File: src/rtl/pin_drive_sched.sv
// pin_drive_sched: round-robin owner of a shared pin vector; the granted requester
// drives its masked bits with output-enable for its hold time, then releases them.
`ifndef PIN_MAX
`define PIN_MAX 32
`endif
module pin_drive_sched #(
    parameter int NUM_REQ = 4,
    parameter int PIN_W   = `PIN_MAX,
    parameter int HOLD_W  = 8
) (
    input  logic                         clk,
    input  logic                         rst,
    input  logic [NUM_REQ-1:0]           req_valid,
    output logic [NUM_REQ-1:0]           req_ready,
    input  logic [NUM_REQ*PIN_W-1:0]     req_mask,
    input  logic [NUM_REQ*PIN_W-1:0]     req_value,
    input  logic [NUM_REQ*HOLD_W-1:0]    req_hold,
    output logic [PIN_W-1:0]             pins_out,
    output logic [PIN_W-1:0]             pins_oe,
    output logic                         busy,
    output logic [$clog2(NUM_REQ)-1:0]   gnt_id,
    output logic                         done
);
    localparam int IW = $clog2(NUM_REQ);
    typedef enum logic [1:0] {IDLE, DRIVE, GAP} state_t;
    state_t             state_q;
    logic [PIN_W-1:0]   pins_out_q, pins_oe_q, mask_q, mask_d, value_d;
    logic [HOLD_W-1:0]  cnt_q, cnt_d, hold_d;
    logic [IW-1:0]      rr_q, gnt_q, win_d;
    logic               done_q, any_d;
    function automatic logic [IW-1:0] wrap(input int v);
        return IW'(v % NUM_REQ);
    endfunction
    // Scan downward so the candidate closest to rr_q is the last (winning) assignment.
    always_comb begin
        win_d = '0;
        any_d = 1'b0;
        for (int k = NUM_REQ - 1; k >= 0; k--) begin
            if (req_valid[wrap(int'(rr_q) + k)]) begin
                win_d = wrap(int'(rr_q) + k);
                any_d = 1'b1;
            end
        end
    end
    assign mask_d    = req_mask[win_d*PIN_W +: PIN_W];
    assign value_d   = req_value[win_d*PIN_W +: PIN_W];
    assign hold_d    = req_hold[win_d*HOLD_W +: HOLD_W];
    assign cnt_d     = (hold_d == '0) ? '0 : hold_d - 1'b1;
    assign req_ready = (state_q == IDLE && !rst && any_d) ? NUM_REQ'(1) << win_d : '0;
    always_ff @(posedge clk) begin
        if (rst) begin
            state_q    <= IDLE;
            pins_out_q <= '0;
            pins_oe_q  <= '0;
            mask_q     <= '0;
            cnt_q      <= '0;
            rr_q       <= '0;
            gnt_q      <= '0;
            done_q     <= 1'b0;
        end else begin
            done_q <= 1'b0;
            case (state_q)
                IDLE: if (any_d) begin
                    mask_q     <= mask_d;
                    gnt_q      <= win_d;
                    pins_out_q <= (pins_out_q & ~mask_d) | (value_d & mask_d);
                    pins_oe_q  <= pins_oe_q | mask_d;
                    cnt_q      <= cnt_d;
                    rr_q       <= (win_d == IW'(NUM_REQ - 1)) ? '0 : win_d + 1'b1;
                    state_q    <= DRIVE;
                end
                DRIVE: if (cnt_q != '0) begin
                    cnt_q <= cnt_q - 1'b1;
                end else begin
                    pins_oe_q <= pins_oe_q & ~mask_q;
                    done_q    <= 1'b1;
                    state_q   <= GAP;
                end
                GAP:     state_q <= IDLE;
                default: state_q <= IDLE;
            endcase
        end
    end
    assign pins_out = pins_out_q;
    assign pins_oe  = pins_oe_q;
    assign busy     = state_q != IDLE;
    assign gnt_id   = gnt_q;
    assign done     = done_q;
endmodule
File: config.mk
export PLATFORM = sky130hd
export DESIGN_NAME = pin_drive_sched
export DESIGN_NICKNAME = d
export VERILOG_FILES = /design/src/rtl/pin_drive_sched.sv
export SDC_FILE = /design/constraint.sdc
export NUM_CORES = 1
export LEC_CHECK = 0
export ABC_CLOCK_PERIOD_IN_PS = 3800
export CAP_MARGIN = 40
export CELL_PAD_IN_SITES_DETAIL_PLACEMENT = 1
export CELL_PAD_IN_SITES_GLOBAL_PLACEMENT = 2
export CORE_ASPECT_RATIO = 0.9
export CORE_MARGIN = 1
export CORE_UTILIZATION = 18
export CTS_BUF_LIST = sky130_fd_sc_hd__clkbuf_2 sky130_fd_sc_hd__clkbuf_4 sky130_fd_sc_hd__clkbuf_8
export CTS_CLUSTER_DIAMETER = 40
export DETAILED_ROUTE_END_ITERATION = 10
export PLACE_DENSITY_LB_ADDON = 0.25
export SETUP_SLACK_MARGIN = 0.2
export SLEW_MARGIN = 20
export SYNTH_ARGS = -nofsm -noshare
export SYNTH_HDL_FRONTEND = slang
export SYNTH_SLANG_ARGS = --single-unit
File: constraint.sdc
create_clock -name clk -period 3.8 [get_ports clk]
set_input_delay 0.76 -clock clk [delete_from_list [all_inputs] [get_ports clk]]
set_output_delay 0.76 -clock clk [all_outputs]
set_load 0.005 [all_outputs]
==> flow_summary.ini, run 1 <==
[floorplanning]
die_h_um = 185
rows = 66
core_um2 = 36300
ios = 366
fp.dieW_um = 205
die_area_um2 = 37900
initial_utilization = 0.184

[run]
max_cap_viol_count = 0

[clock_network]
path_clk_slew_ns = 0.11
clock_latency_ns = 0.40
clock-sinks = 111
numCtsBuffers = 9
root_buffer = clkbuf_8
cts.path.max_buffers = 2
h-tree-depth = 3
cts_tree = yes

[global_routing]
grt_pass1_wl_mm = 50.5
antenna_found_initial = 2
grt_overflow_total = 0
grt.total_usage = 0.176
grt_pass1_vias = 8574
grt_max_degree = 68

[setup_path]
crit_fanout = 7
cp_slowest_cell = or4_4
cp_cell_sequence = dlygate4sd2_1 > nor2b_1 > or4_4 > and2_4 > buf_12 > buf_4 > ha_1 > nor3b_1 > dlygate4sd2_1
required_ns = 3.04
cp-end-kind = output port
cp.arrival_ns = 2.79
cp-start-kind = input port
crit_type = in -> out
max_stage_delay_ns = 0.52
crit_top_cell = dlygate4sd2_1

[detailed_routing]
dr.pass1.iters = 4
drc = 0
vias = 8372
drt_iter0_markers = 315
ant_nets = 0
routed_wl_mm = 34.4
viasPerCell = 4.56
wl_per_cell_um = 18.7

[power]
leakage_nw = 4.62
p_seq_frac = 0.278
p_sw_mw = 2.52
ir_drop_mv = 0.196
p_int_mw = 3.67
power_frac_comb = 0.592
powerDensity_nw_per_um2 = 535
p_sw_frac = 0.408
clkPwrFrac = 0.129

[place]
gp_congestion = 0.796
hpwl_mm = 26.2
dpl_cell_area_um2 = 11300
io_buffer_count = 365

[hold_path]
hp-class = reg -> reg

[timing]
period_needed_ns = 3.55
slew-limit-headroom = 0.566
rsz0062_at_grt = true
fmaxAchievable_mhz = 282
skew_ns = 0.0137
worstMarginPinSlew_ns = 0.652
finalHoldViolations = 0
tns_ns = 0
slew_viol_final = 0
setup_viol = 0
finalCritPeriodShare = 0.934

[synthesis]
async_flop_share = 0
synth.avg_cell_area_um2 = 6.87
ys_ff_latch = 111
synth-main-ff-cell = dfxtp_1
synthesis.nets = 1273
synth_cell_types = 56
synth_area_um2 = 6680
netlist_top_cells_area = dfxtp_1, nand2_1, a311o_1, a21oi_1, and3_1
synth_top_cell_by_area = dfxtp_1
synth-seq-area-share = 0.333
synth_enable_flop_cells = 0
netlist.area_leader.share = 0.333
yosysWarnings = 0
netlist_instances = 972

[layout]
drive_gt1_frac = 0.0876
syn_to_final_growth_pct = 73.1
seq_area_um2 = 2220
multi_input_area_um2 = 4120
fin_nets = 1655
fill_cells = 4432
stdcell_area_um2 = 11600

[run_status]
status = completed
-- Yosys cell counts, types with 2 or more instances --
cell / number
buf_6: 5
nor2b_1: 8
buf_1: 5
xnor2_1: 4
mux2i_1: 2
nor3b_1: 10
a22o_1: 2
nand2_1: 408
o32a_1: 2
buf_2: 13
a21boi_0: 4
nand3_1: 6
a31o_2: 3
nor4_1: 4
nand4_1: 2
o32ai_1: 2
a41oi_1: 2
a21oi_1: 110
a311o_1: 64
o21ai_0: 5
clkbuf_1: 51
nor2_1: 15
a221o_1: 3
and3_1: 73
or3_1: 3
inv_1: 8
a21o_1: 2
a211oi_1: 4
dfxtp_1: 111
ha_1: 7
a31oi_1: 3
nor3_1: 7
-- layout make-up --
type,instances,share of cell area
clock buffers,11,0.0131
well taps,476,0.0515
inverters,10,0.00346
diodes,2,0.000433
repair buffers,446,0.378
clock inverters,5,0.00552
flip-flops and latches,111,0.192
multi-input cells,776,0.356
-- what timing repair did --
item                                    in CTS  in global routing
endpoints found under the setup margin       4                  2
pin swaps                                    1                  4
setup buffers                                3                  1
hold buffers                                 0                  0
gates resized for setup                      9                  4
-- final timing paths --
check	slack, ns	to	from	cells past startpoint
worst max-delay path	0.25	req_ready[2]	req_valid[2]	9
worst min-delay path	0.46	mask_q[5]	mask_q[5]	2
worst min register to register	0.46	mask_q[5]	mask_q[5]	2
worst max register to register	0.54	cnt_q[6]	rr_q[1]	13
-- power by group through the flow --
stage	registers (mW)	clock network, mW	logic, mW
2_1_floorplan	1.72	0	1.83
3_3_place_gp	1.74	0	3.65
3_5_place_dp	1.75	0	3.69
4_1_cts	1.73	0.859	3.73
5_1_grt	1.77	0.894	4.04
6_report	1.72	0.801	3.66
-- cells by family after synthesis --
group,count (synthesis),synth area share
AO/OA/AOI/OAI,217,0.231
XOR/XNOR,4,0.00524
AND/OR/NAND/NOR,545,0.357
buffers and inverters,85,0.0564
flip-flops,111,0.333
adder cells (fa/ha/maj),7,0.0131
multiplexers,3,0.00468
-- metrics by stage --
stage	hold slack [ns]	setup WS, ns	total power [mW]	instances	utilization
finish	0.461	0.250	6.19	1837	0.318
global route	0.483	0.175	6.70	1835	0.318
CTS	0.463	0.200	6.32	1834	0.317
detailed placement	0.447	-0.143	5.45	1815	0.311
global placement	0.442	-0.0625	5.39	1813	0.309
floorplan	0.437	0.201	3.55	972	-
-- cells in the final DEF (no fill, tap or decap), types with 5 or more instances in the layout --
cell             instances
nand3_1                  5
nor3b_1                  9
nor2_1                  14
inv_1                    8
a311o_1                 64
nor3_1                   7
a21oi_1                110
nor2b_1                  7
and3_1                  72
o21ai_0                  5
clkdlybuf4s50_1        356
buf_12                   6
dlygate4sd2_1            7
buf_4                   74
nand2_1                407
dfxtp_1                111
ha_1                     6
clkbuf_8                11
-- critical path: cells and delay by family --
kind          cells  cell delay (ns)
buf+inv           4             0.83
fa+ha+maj         1             0.19
simple gates      4             1.00
-- metal layers --
metal,up-vias,share of wire,global-route usage
li1,4138,-,-
met1,3971,0.44,0.214
met2,248,0.47,0.296
met3,15,0.087,0.0626
met4,0,0.0095,0.0356
met5,-,0,0
Power figures use the tool's default switching activity.
==> inputs of run 2 (changes only) <==
--- a/config.mk
+++ b/config.mk
@@ -6,13 +6,13 @@
 export NUM_CORES = 1
 export LEC_CHECK = 0
 export ABC_CLOCK_PERIOD_IN_PS = 3800
-export CAP_MARGIN = 40
+export CAP_MARGIN = 20
 export CELL_PAD_IN_SITES_DETAIL_PLACEMENT = 1
 export CELL_PAD_IN_SITES_GLOBAL_PLACEMENT = 2
 export CORE_ASPECT_RATIO = 0.9
 export CORE_MARGIN = 1
 export CORE_UTILIZATION = 18
-export CTS_BUF_LIST = sky130_fd_sc_hd__clkbuf_2 sky130_fd_sc_hd__clkbuf_4 sky130_fd_sc_hd__clkbuf_8
+export CTS_BUF_LIST = sky130_fd_sc_hd__clkbuf_16
 export CTS_CLUSTER_DIAMETER = 40
 export DETAILED_ROUTE_END_ITERATION = 10
 export PLACE_DENSITY_LB_ADDON = 0.25
==> run 2 against run 1 <==
Compared with the run above:
- register-to-register slack better by 0.05 ns
- global-route usage fell by 0.11 points
- first-iteration DRC count shrank 11%
- die area unchanged
- non-clock buffer count fell by 4
- maximum frequency increased by 3.0%
- power is 0.80% higher
- utilization is 0.12 points lower
- routed wire length fell by 0.80%
- clock power grew 13%
- critical path depth decreased by 1
==> flow_summary.ini, run 2 (synthesis gave the netlist of run 1 again) <==
[floorplanning]
core_um2 = 36300
die_area_um2 = 37900
die_h_um = 185
fp.dieW_um = 205
ios = 366
initial_utilization = 0.184
rows = 66

[setup_path]
cp.arrival_ns = 2.69
crit_type = in -> out
cp-start-kind = input port
worst_r2r_path_depth = 12
required_ns = 3.04
crit_fanout = 7
cp-end-kind = output port

[clock_network]
clock-sinks = 111
numCtsBuffers = 9
path_clk_slew_ns = 0.07
root_buffer = clkbuf_16
clock_latency_ns = 0.36
cts_hold_buf = 0
cts.path.max_buffers = 2
cts_tree = yes
h-tree-depth = 3

[power]
total_power_mw = 6.24
leakage_nw = 4.60
ir_drop_mv = 0.235
powerDensity_nw_per_um2 = 541

[detailed_routing]
viasPerCell = 4.54
drc = 0
dr.pass1.iters = 4
routed_wl_mm = 34.1
drt_iter0_markers = 280
ant_nets = 0
vias = 8319
wl_per_cell_um = 18.6

[global_routing]
grt_pass1_wl_mm = 50.2
grt.total_usage = 0.175
grt_max_degree = 83
grt_overflow_total = 0
grt_pass1_vias = 8491
antenna_found_initial = 3

[layout]
layout_common_cells = nand2_1, clkdlybuf4s50_1, dfxtp_1
fill_cells = 4457
fin_nets = 1651
syn_to_final_growth_pct = 72.5
drive_gt1_frac = 0.0819
final_common_cell = nand2_1

[run_status]
status = completed

[timing]
finalCritPeriodShare = 0.907
fmaxAchievable_mhz = 290
worstMarginPinSlew_ns = 0.987
rsz0062_at_grt = false
slew_viol_final = 0
setup_viol = 0
finalHoldViolations = 0
period_needed_ns = 3.45
skew_ns = 0.0101
slew-limit-headroom = 0.342
tns_ns = 0

[place]
io_buffer_count = 365
hpwl_mm = 26.0
gp_congestion = 0.796

[hold_path]
holdPathStages = 2
hp-class = reg -> reg

[run]
max_cap_viol_count = 0
[run 2: per-layer routing]
layer  up-vias  part of all wire  GRT usage
met4         2             0.011     0.0347
li1       4126                 -          -
met1      3925              0.44      0.214
met3        19             0.089     0.0628
met5         -           0.00038          0
met2       247              0.46      0.292
[run 2: path summary, 6_finish.rpt]
check	from	endpoint	slack [ns]
max	req_valid[0]	req_ready[2]	0.35
min	mask_q[31]	mask_q[31]	0.46
max reg2reg	rr_q[1]	cnt_q[6]	0.59
min reg2reg	mask_q[31]	mask_q[31]	0.46
[run 2: final cells by class]
cell class	count	area, µm²	share of cell area
timing repair buffer	442	4290	0.372
multi-input combinational	776	4110	0.357
sequential	111	2220	0.193
tap	476	596	0.0517
clock buffer	9	225	0.0195
clock inverter	7	41.3	0.00358
inverter	10	40.0	0.00347
antenna	1	2.50	0.000217
[run 2: report_power, final]
part | internal, mW | switching, mW | leakage [nW]
Clock | 0.441 | 0.467 | 0.130
Sequential | 1.51 | 0.208 | 0.917
Combinational | 1.77 | 1.84 | 3.56
Total | 3.72 | 2.51 | 4.60
[run 2: per-stage QoR]
step | instances | hold WS (ns) | utilization | cell area (µm²) | setup WS (ns)
3_5_place_dp | 1813 | 0.447 | 0.309 | 11200 | -0.101
3_3_place_gp | 1813 | 0.442 | 0.309 | 11200 | -0.0625
2_1_floorplan | 972 | 0.437 | - | 6690 | 0.201
5_1_grt | 1831 | 0.474 | 0.317 | 11500 | 0.265
6_report | 1832 | 0.456 | 0.317 | 11500 | 0.355
4_1_cts | 1831 | 0.458 | 0.317 | 11500 | 0.208
[run 2: worst max-delay path: stages]
cell	delay (ns)
dlygate4sd2_1	0.26
nor2b_1	0.16
or4b_4	0.52
and2_4	0.20
buf_4	0.16
ha_1	0.19
nor3b_1	0.13
dlygate4sd2_1	0.29
[run 2: timing repair]
| item | in CTS | in global routing |
|---|---|---|
| buffers inserted | 2 | 0 |
| gates resized for setup | 10 | 1 |
| setup endpoints to repair | 4 | 1 |
| pin swaps | 1 | 0 |
==> inputs of run 3 (changes only) <==
--- a/config.mk
+++ b/config.mk
@@ -6,13 +6,12 @@
 export NUM_CORES = 1
 export LEC_CHECK = 0
 export ABC_CLOCK_PERIOD_IN_PS = 3800
-export CAP_MARGIN = 20
 export CELL_PAD_IN_SITES_DETAIL_PLACEMENT = 1
 export CELL_PAD_IN_SITES_GLOBAL_PLACEMENT = 2
 export CORE_ASPECT_RATIO = 0.9
 export CORE_MARGIN = 1
 export CORE_UTILIZATION = 18
-export CTS_BUF_LIST = sky130_fd_sc_hd__clkbuf_16
+export CTS_BUF_LIST = sky130_fd_sc_hd__clkbuf_4
 export CTS_CLUSTER_DIAMETER = 40
 export DETAILED_ROUTE_END_ITERATION = 10
 export PLACE_DENSITY_LB_ADDON = 0.25
==> run 3 against run 2 <==
Compared with the run above:
- cell count is essentially flat
- sequential power is essentially flat
- routed wire length is essentially flat
- sequential share of layout area grew 0.27 points
- highest routed layer unchanged
- power shrank 5.5%
- via count is essentially flat
==> flow_summary.ini, run 3 (synthesis gave the netlist of run 1 again) <==
[run_status]
status = completed

[clock_network]
clock-sinks = 111
cts.path.max_buffers = 2
cts_hold_buf = 0
root_buffer = clkbuf_4
h-tree-depth = 3
path_clk_slew_ns = 0.16
cts_tree = yes
clock_latency_ns = 0.50
numCtsBuffers = 9

[detailed_routing]
wl_per_cell_um = 18.6
viasPerCell = 4.54
wl_met3_mm = 2.94
met2RoutedLength_mm = 15.7
vias = 8313
drt_iter0_markers = 293
routed_wl_mm = 34.1
wl_met1_mm = 15.0
top_layer = met5
dr.pass1.iters = 4
ant_nets = 0
drc = 0

[place]
dpl_cell_area_um2 = 11200
io_buffer_count = 365
hpwl_mm = 26.0
pre_cts_ws_ns = -0.101
gp_congestion = 0.796

[timing]
skew_ns = 0.0230
setup_viol = 0
worstMarginPinSlew_ns = 0.989
slew_viol_final = 0
rsz0062_at_grt = false
slew-limit-headroom = 0.340
period_needed_ns = 3.45
finalCritPeriodShare = 0.907
finalHoldViolations = 0
fmaxAchievable_mhz = 290
fin_ws_ns = 0.353

[setup_path]
crit_type = in -> out
required_ns = 3.04
crit_fanout = 7
cp-end-kind = output port
cp-start-kind = input port
cp.arrival_ns = 2.69

[floorplanning]
rows = 66
core_um2 = 36300
fp.dieW_um = 205
die_area_um2 = 37900
initial_utilization = 0.184
die_h_um = 185
ios = 366

[layout]
drive_gt1_frac = 0.0834
syn_to_final_growth_pct = 70.2
multi_input_area_um2 = 4110
fin_nets = 1651
layout_common_cells = nand2_1, clkdlybuf4s50_1, a21oi_1, dfxtp_1, buf_4
utilization = 0.313
seq_area_um2 = 2220
stdcell_area_um2 = 11400
final_common_cell = nand2_1
fill_cells = 4468

[global_routing]
grt_overflow_total = 0
antenna_found_initial = 4
grt_pass1_wl_mm = 50.1
grt_max_degree = 83
grt.total_usage = 0.175
grt_pass1_vias = 8507

[power]
ir_drop_mv = 0.184
total_power_mw = 5.89
leakage_nw = 4.53
powerDensity_nw_per_um2 = 518

[hold_path]
hp-class = reg -> reg

[run]
max_cap_viol_count = 0
==> run 3: final cells by class <==
cell class | instances | share of cell area
flip-flops and latches | 111 | 0.195
clock inverters | 6 | 0.00330
repair buffers | 442 | 0.377
multi-input cells | 776 | 0.361
diodes | 2 | 0.000440
inverters | 10 | 0.00352
well taps | 476 | 0.0524
clock buffers | 10 | 0.00660
==> run 3: power by group <==
part | switching (mW) | internal [mW] | leakage [nW]
clock network | 0.427 | 0.139 | 0.0598
registers | 0.207 | 1.51 | 0.918
logic | 1.84 | 1.77 | 3.56
total | 2.47 | 3.42 | 4.53
==> run 3: timing repair <==
action | in CTS | in global routing
setup endpoints to repair | 4 | 1
pin swaps | 1 | 0
buffers inserted | 2 | 0
resized for setup | 11 | 1
==> run 3: worst paths after layout <==
check                                   from            to  slack, ns  depth (start not counted)
worst max register to register       rr_q[1]      cnt_q[6]       0.74                         12
worst max-delay path            req_valid[0]  req_ready[2]       0.35                          8
worst min register to register    mask_q[31]    mask_q[31]       0.47                          2
worst min-delay path              mask_q[31]    mask_q[31]       0.47                          2
==> run 3: worst max-delay path, cell delays in order <==
cell           delay [ns]
dlygate4sd2_1        0.26
nor2b_1              0.16
or4b_4               0.52
and2_4               0.21
buf_4                0.16
ha_1                 0.19
nor3b_1              0.13
dlygate4sd2_1        0.29
==> run 3: per-stage QoR <==
stage,hold slack [ns],TNS (ns),instances
2_1_floorplan,0.437,0,972
3_3_place_gp,0.442,-0.104,1813
3_5_place_dp,0.447,-0.281,1813
4_1_cts,0.469,0,1831
5_1_grt,0.485,0,1832
6_report,0.466,0,1833
==> run 3: per-layer routing <==
metal / vias up / global-route usage
li1: 4128 / -
met1: 3918 / 0.213
met2: 242 / 0.293
met3: 23 / 0.0628
met4: 2 / 0.0373
met5: - / 0
